==> src/rtl/stm32_bus_master_if.sv <==
// Byte-wide STM32<->FPGA command bus pad signals, split into drive, enable and sample.
// The master drives DATA_SYNC/BUS_OUT/BUS_OE; the slave side returns BUS_IN.
interface stm32_bus_master_if;
    logic       DATA_SYNC;
    logic [7:0] BUS_OUT;
    logic       BUS_OE;
    logic [7:0] BUS_IN;

    modport master (output DATA_SYNC, output BUS_OUT, output BUS_OE, input BUS_IN);
    modport slave  (input DATA_SYNC, input BUS_OUT, input BUS_OE, output BUS_IN);
endinterface

==> src/rtl/stm32_bus_master.sv <==
// Initiator for the STM32<->FPGA command bus: command byte with DATA_SYNC, then a
// fixed-length write stream from a show-ahead FIFO or a read capture, then an idle gap.
module stm32_bus_master #(
    parameter int GAP     = 1,
    parameter int RD_SKIP = 1
) (
    input  logic                clk_in,
    input  logic                reset_n,
    input  logic                start,
    input  logic [7:0]          cmd,
    input  logic [7:0]          wr_len,
    input  logic [15:0]         rd_len,
    output logic                busy,
    output logic                done,
    output logic                cmd_err,
    input  logic [7:0]          wr_data,
    input  logic                wr_empty,
    output logic                wr_pop,
    output logic [7:0]          rd_data,
    output logic                rd_valid,
    output logic                underrun,
    stm32_bus_master_if.master  bus
);

    typedef enum logic [2:0] {
        S_IDLE,
        S_CMD,
        S_WRITE,
        S_TURN,
        S_READ,
        S_GAP
    } state_t;

    localparam logic [3:0] GAP_INIT  = 4'(GAP - 1);
    localparam logic [3:0] TURN_INIT = 4'(RD_SKIP - 1);

    state_t      state, state_n;
    logic [15:0] cnt, cnt_n;
    logic [3:0]  gcnt, gcnt_n;
    logic        is_wr, is_wr_n;
    logic        is_rd, is_rd_n;
    logic        busy_n, done_n, cmd_err_n, rd_valid_n, underrun_n;
    logic [7:0]  rd_data_n;
    logic        sync_r, sync_n;
    logic [7:0]  bus_out_r, bus_out_n;
    logic        bus_oe_r, bus_oe_n;
    logic        load, enter_gap;

    always_ff @(posedge clk_in or negedge reset_n) begin
        if (!reset_n) begin
            state     <= S_IDLE;
            cnt       <= 16'd0;
            gcnt      <= 4'd0;
            is_wr     <= 1'b0;
            is_rd     <= 1'b0;
            busy      <= 1'b0;
            done      <= 1'b0;
            cmd_err   <= 1'b0;
            rd_data   <= 8'h00;
            rd_valid  <= 1'b0;
            underrun  <= 1'b0;
            sync_r    <= 1'b0;
            bus_out_r <= 8'h00;
            bus_oe_r  <= 1'b0;
        end else begin
            state     <= state_n;
            cnt       <= cnt_n;
            gcnt      <= gcnt_n;
            is_wr     <= is_wr_n;
            is_rd     <= is_rd_n;
            busy      <= busy_n;
            done      <= done_n;
            cmd_err   <= cmd_err_n;
            rd_data   <= rd_data_n;
            rd_valid  <= rd_valid_n;
            underrun  <= underrun_n;
            sync_r    <= sync_n;
            bus_out_r <= bus_out_n;
            bus_oe_r  <= bus_oe_n;
        end
    end

    // cnt holds bytes still to load (write) or still to sample (read); gcnt serves turnaround and gap.
    always_comb begin
        state_n    = state;
        cnt_n      = cnt;
        gcnt_n     = gcnt;
        is_wr_n    = is_wr;
        is_rd_n    = is_rd;
        busy_n     = busy;
        done_n     = 1'b0;
        cmd_err_n  = 1'b0;
        rd_data_n  = rd_data;
        rd_valid_n = 1'b0;
        underrun_n = underrun;
        sync_n     = 1'b0;
        bus_out_n  = 8'h00;
        bus_oe_n   = 1'b0;
        load       = 1'b0;
        enter_gap  = 1'b0;
        unique case (state)
            S_IDLE: begin
                busy_n = 1'b0;
                if (start) begin
                    if (wr_len != 8'd0 && rd_len != 16'd0) begin
                        cmd_err_n = 1'b1;
                    end else begin
                        state_n    = S_CMD;
                        busy_n     = 1'b1;
                        sync_n     = 1'b1;
                        bus_oe_n   = 1'b1;
                        bus_out_n  = cmd;
                        underrun_n = 1'b0;
                        is_wr_n    = (wr_len != 8'd0);
                        is_rd_n    = (rd_len != 16'd0);
                        cnt_n      = (wr_len != 8'd0) ? {8'h00, wr_len} : rd_len;
                    end
                end
            end
            S_CMD: begin
                if (is_wr) begin
                    load = 1'b1;
                end else if (is_rd) begin
                    if (RD_SKIP == 0) begin
                        state_n = S_READ;
                    end else begin
                        state_n = S_TURN;
                        gcnt_n  = TURN_INIT;
                    end
                end else begin
                    enter_gap = 1'b1;
                end
            end
            S_WRITE: begin
                if (cnt == 16'd0) enter_gap = 1'b1;
                else              load      = 1'b1;
            end
            S_TURN: begin
                if (gcnt == 4'd0) state_n = S_READ;
                else              gcnt_n  = gcnt - 4'd1;
            end
            S_READ: begin
                rd_data_n  = bus.BUS_IN;
                rd_valid_n = 1'b1;
                cnt_n      = cnt - 16'd1;
                if (cnt == 16'd1) enter_gap = 1'b1;
            end
            S_GAP: begin
                if (gcnt == 4'd0) begin
                    state_n = S_IDLE;
                    busy_n  = 1'b0;
                end else begin
                    gcnt_n = gcnt - 4'd1;
                end
            end
            default: state_n = S_IDLE;
        endcase

        // The slave advances every clock, so an empty FIFO yields a zero byte instead of a stall.
        if (load) begin
            state_n   = S_WRITE;
            cnt_n     = cnt - 16'd1;
            bus_oe_n  = 1'b1;
            bus_out_n = wr_empty ? 8'h00 : wr_data;
            if (wr_empty) underrun_n = 1'b1;
        end
        if (enter_gap) begin
            state_n = S_GAP;
            gcnt_n  = GAP_INIT;
            done_n  = 1'b1;
        end
    end

    assign wr_pop        = load & ~wr_empty;
    assign bus.DATA_SYNC = sync_r;
    assign bus.BUS_OUT   = bus_out_r;
    assign bus.BUS_OE    = bus_oe_r;

endmodule

==> src/flat_wrapper.sv <==
// flat-port wrapper written by rule: the top's interface ports become plain ports
module stm32_bus_master_flat 
#(
    parameter int GAP     = 1,
    parameter int RD_SKIP = 1
)
  (clk_in, reset_n, start, cmd, wr_len, rd_len, busy, done, cmd_err, wr_data, wr_empty, wr_pop, rd_data, rd_valid, underrun, bus_DATA_SYNC, bus_BUS_OUT, bus_BUS_OE, bus_BUS_IN);
  stm32_bus_master_if bus_i ();
  input  logic clk_in;
  input  logic reset_n;
  input  logic start;
  input  logic [7:0] cmd;
  input  logic [7:0] wr_len;
  input  logic [15:0] rd_len;
  output logic busy;
  output logic done;
  output logic cmd_err;
  input  logic [7:0] wr_data;
  input  logic wr_empty;
  output logic wr_pop;
  output logic [7:0] rd_data;
  output logic rd_valid;
  output logic underrun;
  output wire logic [$bits(bus_i.DATA_SYNC)-1:0] bus_DATA_SYNC;
  output wire logic [$bits(bus_i.BUS_OUT)-1:0] bus_BUS_OUT;
  output wire logic [$bits(bus_i.BUS_OE)-1:0] bus_BUS_OE;
  input wire logic [$bits(bus_i.BUS_IN)-1:0] bus_BUS_IN;
  assign bus_DATA_SYNC = bus_i.DATA_SYNC;
  assign bus_BUS_OUT = bus_i.BUS_OUT;
  assign bus_BUS_OE = bus_i.BUS_OE;
  assign bus_i.BUS_IN = bus_BUS_IN;
  stm32_bus_master #(.GAP(GAP), .RD_SKIP(RD_SKIP)) u_core (.clk_in(clk_in), .reset_n(reset_n), .start(start), .cmd(cmd), .wr_len(wr_len), .rd_len(rd_len), .busy(busy), .done(done), .cmd_err(cmd_err), .wr_data(wr_data), .wr_empty(wr_empty), .wr_pop(wr_pop), .rd_data(rd_data), .rd_valid(rd_valid), .underrun(underrun), .bus(bus_i));
endmodule
==> config.mk <==
export PLATFORM = sky130hd
export DESIGN_NAME = stm32_bus_master_flat
export DESIGN_NICKNAME = d
export VERILOG_FILES = /design/src/rtl/stm32_bus_master_if.sv /design/src/rtl/stm32_bus_master.sv /design/src/flat_wrapper.sv
export SDC_FILE = /design/constraint.sdc
export NUM_CORES = 1
export LEC_CHECK = 0
export ABC_AREA = 1
export CAP_MARGIN = 20
export CORE_UTILIZATION = 50
export CTS_CLUSTER_SIZE = 28
export DETAILED_ROUTE_END_ITERATION = 10
export PLACE_DENSITY = 0.82
export SETUP_SLACK_MARGIN = 0.1
export SYNTH_ARGS = -nofsm -noshare
export SYNTH_HDL_FRONTEND = slang
export SYNTH_SLANG_ARGS = --single-unit
==> constraint.sdc <==
create_clock -name clk_in -period 2.4 [get_ports clk_in]
set_input_delay 0.24 -clock clk_in [delete_from_list [all_inputs] [get_ports clk_in]]
set_output_delay 0.24 -clock clk_in [all_outputs]
set_load 0.005 [all_outputs]
==> impl_metrics.env <==
export IMPL_status="complete, no violations"
export IMPL_path_cells="inv_1, ha_1, nand2_1, nor2_2, nand2_2, nand2_4, nand2_8, clkinv_8, nor2_2, dlymetal6s2s_1"
export IMPL_grt_antenna_before_repair=0
export IMPL_grt_setup_unrepaired="false"
export IMPL_critPathSlowestCell="dfrtp_1"
export IMPL_post_place_ws_ns=0.3691
export IMPL_crit_path_max_incr_delay_ns=0.41
export IMPL_hold_class="input port to flop"
export IMPL_critPathLaunchType="flop"
export IMPL_clock_sinks=48
export IMPL_fin_tns_setup_ns=0
export IMPL_ir_drop_mv=0.4042
export IMPL_ant_nets=0
export IMPL_worstMarginPinSlew_ns=0.7025
export IMPL_die_h_um=77.30
export IMPL_cts_tree="built"
export IMPL_layout_setup_ws_ns=0.3864
export IMPL_io_buffers=75
export IMPL_cpMostUsedCell="nor2_2"
export IMPL_crit_fanout=15
export IMPL_grt_pass1_wl_um=11890
export IMPL_synth_avg_cell_area_um2=7.326
export IMPL_drive_gt1_share_pct=10.13
export IMPL_dp_hpwl_um=5266
export IMPL_r2r_end="u_core.gcnt[3]$_DFFE_PN0P_"
export IMPL_worstPathArrival_ns=1.77
export IMPL_n_antenna_cell=0
export IMPL_synth_cells=387
export IMPL_dieArea_um2=5975
export IMPL_io_pins=76
export IMPL_slew_violations=0
export IMPL_fmax_ghz=0.4966
export IMPL_first_global_vias=2554
export IMPL_cts_made_buffers=5
export IMPL_drt_drc_violations_left=0
export IMPL_crit_path_end="wr_pop"
export IMPL_core_um2=5473
export IMPL_synth_top_area_share_pct=42.37
export IMPL_drt_pass1_iter_count=5
export IMPL_yosys_area_top_type="dfrtp_1"
export IMPL_area_delta_synth_final_pct=35.48
export IMPL_grt_total_usage_pct=25.33
export IMPL_worstSetupPathType="flop to primary output"
export IMPL_r2r_setup_slack_ns=0.42
export IMPL_seq_area_frac_synth_pct=42.37
export IMPL_cp_startpoint="u_core.cnt[1]$_DFFE_PN0P_"
export IMPL_yosysWarnings=0
export IMPL_synth_cell_types=32
export IMPL_synthesis_nets=444
export IMPL_clock_latency_ns=0.30
export IMPL_via_per_inst=5.059
export IMPL_clkTransAtPathRegs_ns=0.09
export IMPL_cts_buffer_depth=2
export IMPL_final_hold_viol_count=0
export IMPL_power_leakage_uw=0.001870
export IMPL_rr_worst_depth=13
export IMPL_wire_per_inst_um=13.14
export IMPL_synth_area_top_cells="dfrtp_1 42%, nand2_1 22%, nand3_1 6.0%, nor2_1 5.4%, inv_1 2.6%"
export IMPL_num_vias=2762
export IMPL_end_kind="primary output"
export IMPL_rows=27
export IMPL_cts_htree_levels=2
export IMPL_grt_ovfl_total=0
export IMPL_timing_rr_start="u_core.cnt[1]$_DFFE_PN0P_"
export IMPL_syn_area_um2=2835
export IMPL_cellPowerDensity_nw_per_um2=383.6
export IMPL_final_nets=530
export IMPL_root_buffer="clkbuf_8"
export IMPL_worst_endpoint_required_ns=2.16
export IMPL_fin_crit_sh_pct=83.90
export IMPL_drt_initial_drc_count=160
export IMPL_hold_ws_ns=0.4600
export IMPL_period_needed_ns=2.014
export IMPL_slew_headroom_pct=53.17
export IMPL_ys_seq_elements=48
export IMPL_gp_congestion=0.8613
export IMPL_initial_core_util_pct=51.81
export IMPL_fin_worst_skew_ns=0.006266
export IMPL_grt_max_degree=32
export IMPL_wirelength_um=7176
export IMPL_finalSetupViolations=0
export IMPL_maxCapViolCount=0
export IMPL_fp_dieW_um=77.30
## Yosys cell counts, drive strengths merged
cell type  instances
clkbuf             1
nand3b             8
buf                8
o21ai              5
nand3             34
nand4              3
inv               22
nor3b              1
a21oi              6
or2                2
ha                 5
xnor2              5
o211ai             3
nand2            172
nor2              49
dfrtp             48
xor2               8
nor3               4
clkinv             1
a22o               1
o31ai              1
## layer usage
layer  routed length, um  global-route usage (%)  vias up
met4                  73                   6.415        0
met5                   0                       0        -
li1                    -                       -     1390
met3                 277                   3.929        6
met2                3600                   42.48       63
met1                3224                   34.05     1303
## sequential cells by signal, summed over array words and instances, names as in the netlist
name	cells
u_core.is_rd	1
u_core.done	1
u_core.bus.DATA_SYNC	1
u_core.bus.BUS_OE	1
u_core.bus.BUS_OUT	8
u_core.busy	1
u_core.cmd_err	1
u_core.rd_data	8
u_core.rd_valid	1
u_core.is_wr	1
u_core.gcnt	4
u_core.state	3
u_core.underrun	1
u_core.cnt	16
## logic make-up after synthesis
group	after synthesis	share of synthesized area [%]
DFF	48	42.37
and+or+nand+nor	273	42.45
buffers and inverters	32	5.516
adders and majority gates	5	2.207
AOI/OAI and AO/OA	16	3.442
xor gates and xnor gates	13	4.016
## repair_timing
action,in CTS,in global routing
hold buffers,1,0
resized for setup,7,5
setup buffers,3,3
endpoints found under the hold margin,29,0
setup endpoints to repair,1,1
pin swaps,2,1
## report_power, final
group	total (uW)	leakage, uW	internal (uW)	switching [uW]
Sequential	819	0.000571	815	4.23
Clock	516	0.0000516	236	280
Combinational	138	0.00125	93.0	45.3
## how the worst min path moves through the flow
stage,depth (start not counted),from,end
after global placement,1,reset_n,u_core.gcnt[0]$_DFFE_PN0P_
after detailed placement,1,reset_n,u_core.gcnt[0]$_DFFE_PN0P_
after CTS,3,bus_BUS_IN[7],u_core.rd_data[7]$_DFFE_PN0P_
after global routing,3,wr_data[0],u_core.bus.BUS_OUT[0]$_DFF_PN0_
after floorplan,0,reset_n,u_core.bus.BUS_OE$_DFF_PN0_
final,3,bus_BUS_IN[7],u_core.rd_data[7]$_DFFE_PN0P_
## layout make-up
type | instances | area [um^2]
Fill cell | 458 | 1632
Clock inverter | 2 | 13.76
Sequential cell | 48 | 1204
Inverter | 23 | 101.3
Tap cell | 72 | 90.09
Multi-Input combinational cell | 307 | 1501
Clock buffer | 6 | 82.58
Timing Repair Buffer | 88 | 848.3
## placed cells by master, fill, tap and decap left out, types with 2 or more instances in the layout
cell type / Yosys / final
a21oi_1: 5 / 5
buf_4: 0 / 12
clkbuf_8: 0 / 6
clkdlybuf4s50_1: 0 / 73
dfrtp_1: 48 / 46
dfrtp_2: 0 / 2
ha_1: 5 / 5
inv_1: 20 / 19
nand2_1: 165 / 164
nand2_2: 4 / 4
nand2_4: 2 / 3
nand3_1: 34 / 34
nand3b_1: 8 / 8
nand4_1: 3 / 3
nor2_1: 41 / 39
nor2_2: 6 / 7
nor2_4: 1 / 2
nor3_1: 3 / 3
o211ai_1: 3 / 3
o21ai_0: 5 / 5
or2_2: 2 / 2
xnor2_1: 5 / 5
xor2_1: 8 / 8
## stage by stage
stage                     instances  area [um^2]  total power [uW]  utilization, %
final                           546         3841              1473           70.19
after global routing            546         3841              1526           70.19
after CTS                       543         3804              1490           69.50
after detailed placement        531         3654             972.8           66.76
after global placement          531         3654             970.9           66.76
after floorplan                 387         2835             849.0               -
## critical path: cells and delay by family (launching register included)
kind | cells | cell delay, ns
adder cells (fa/ha/maj) | 1 | 0.15
buffers and inverters | 3 | 0.36
flip-flops | 1 | 0.41
AND/OR/NAND/NOR | 6 | 0.56
(Power assumes the default switching activity.)
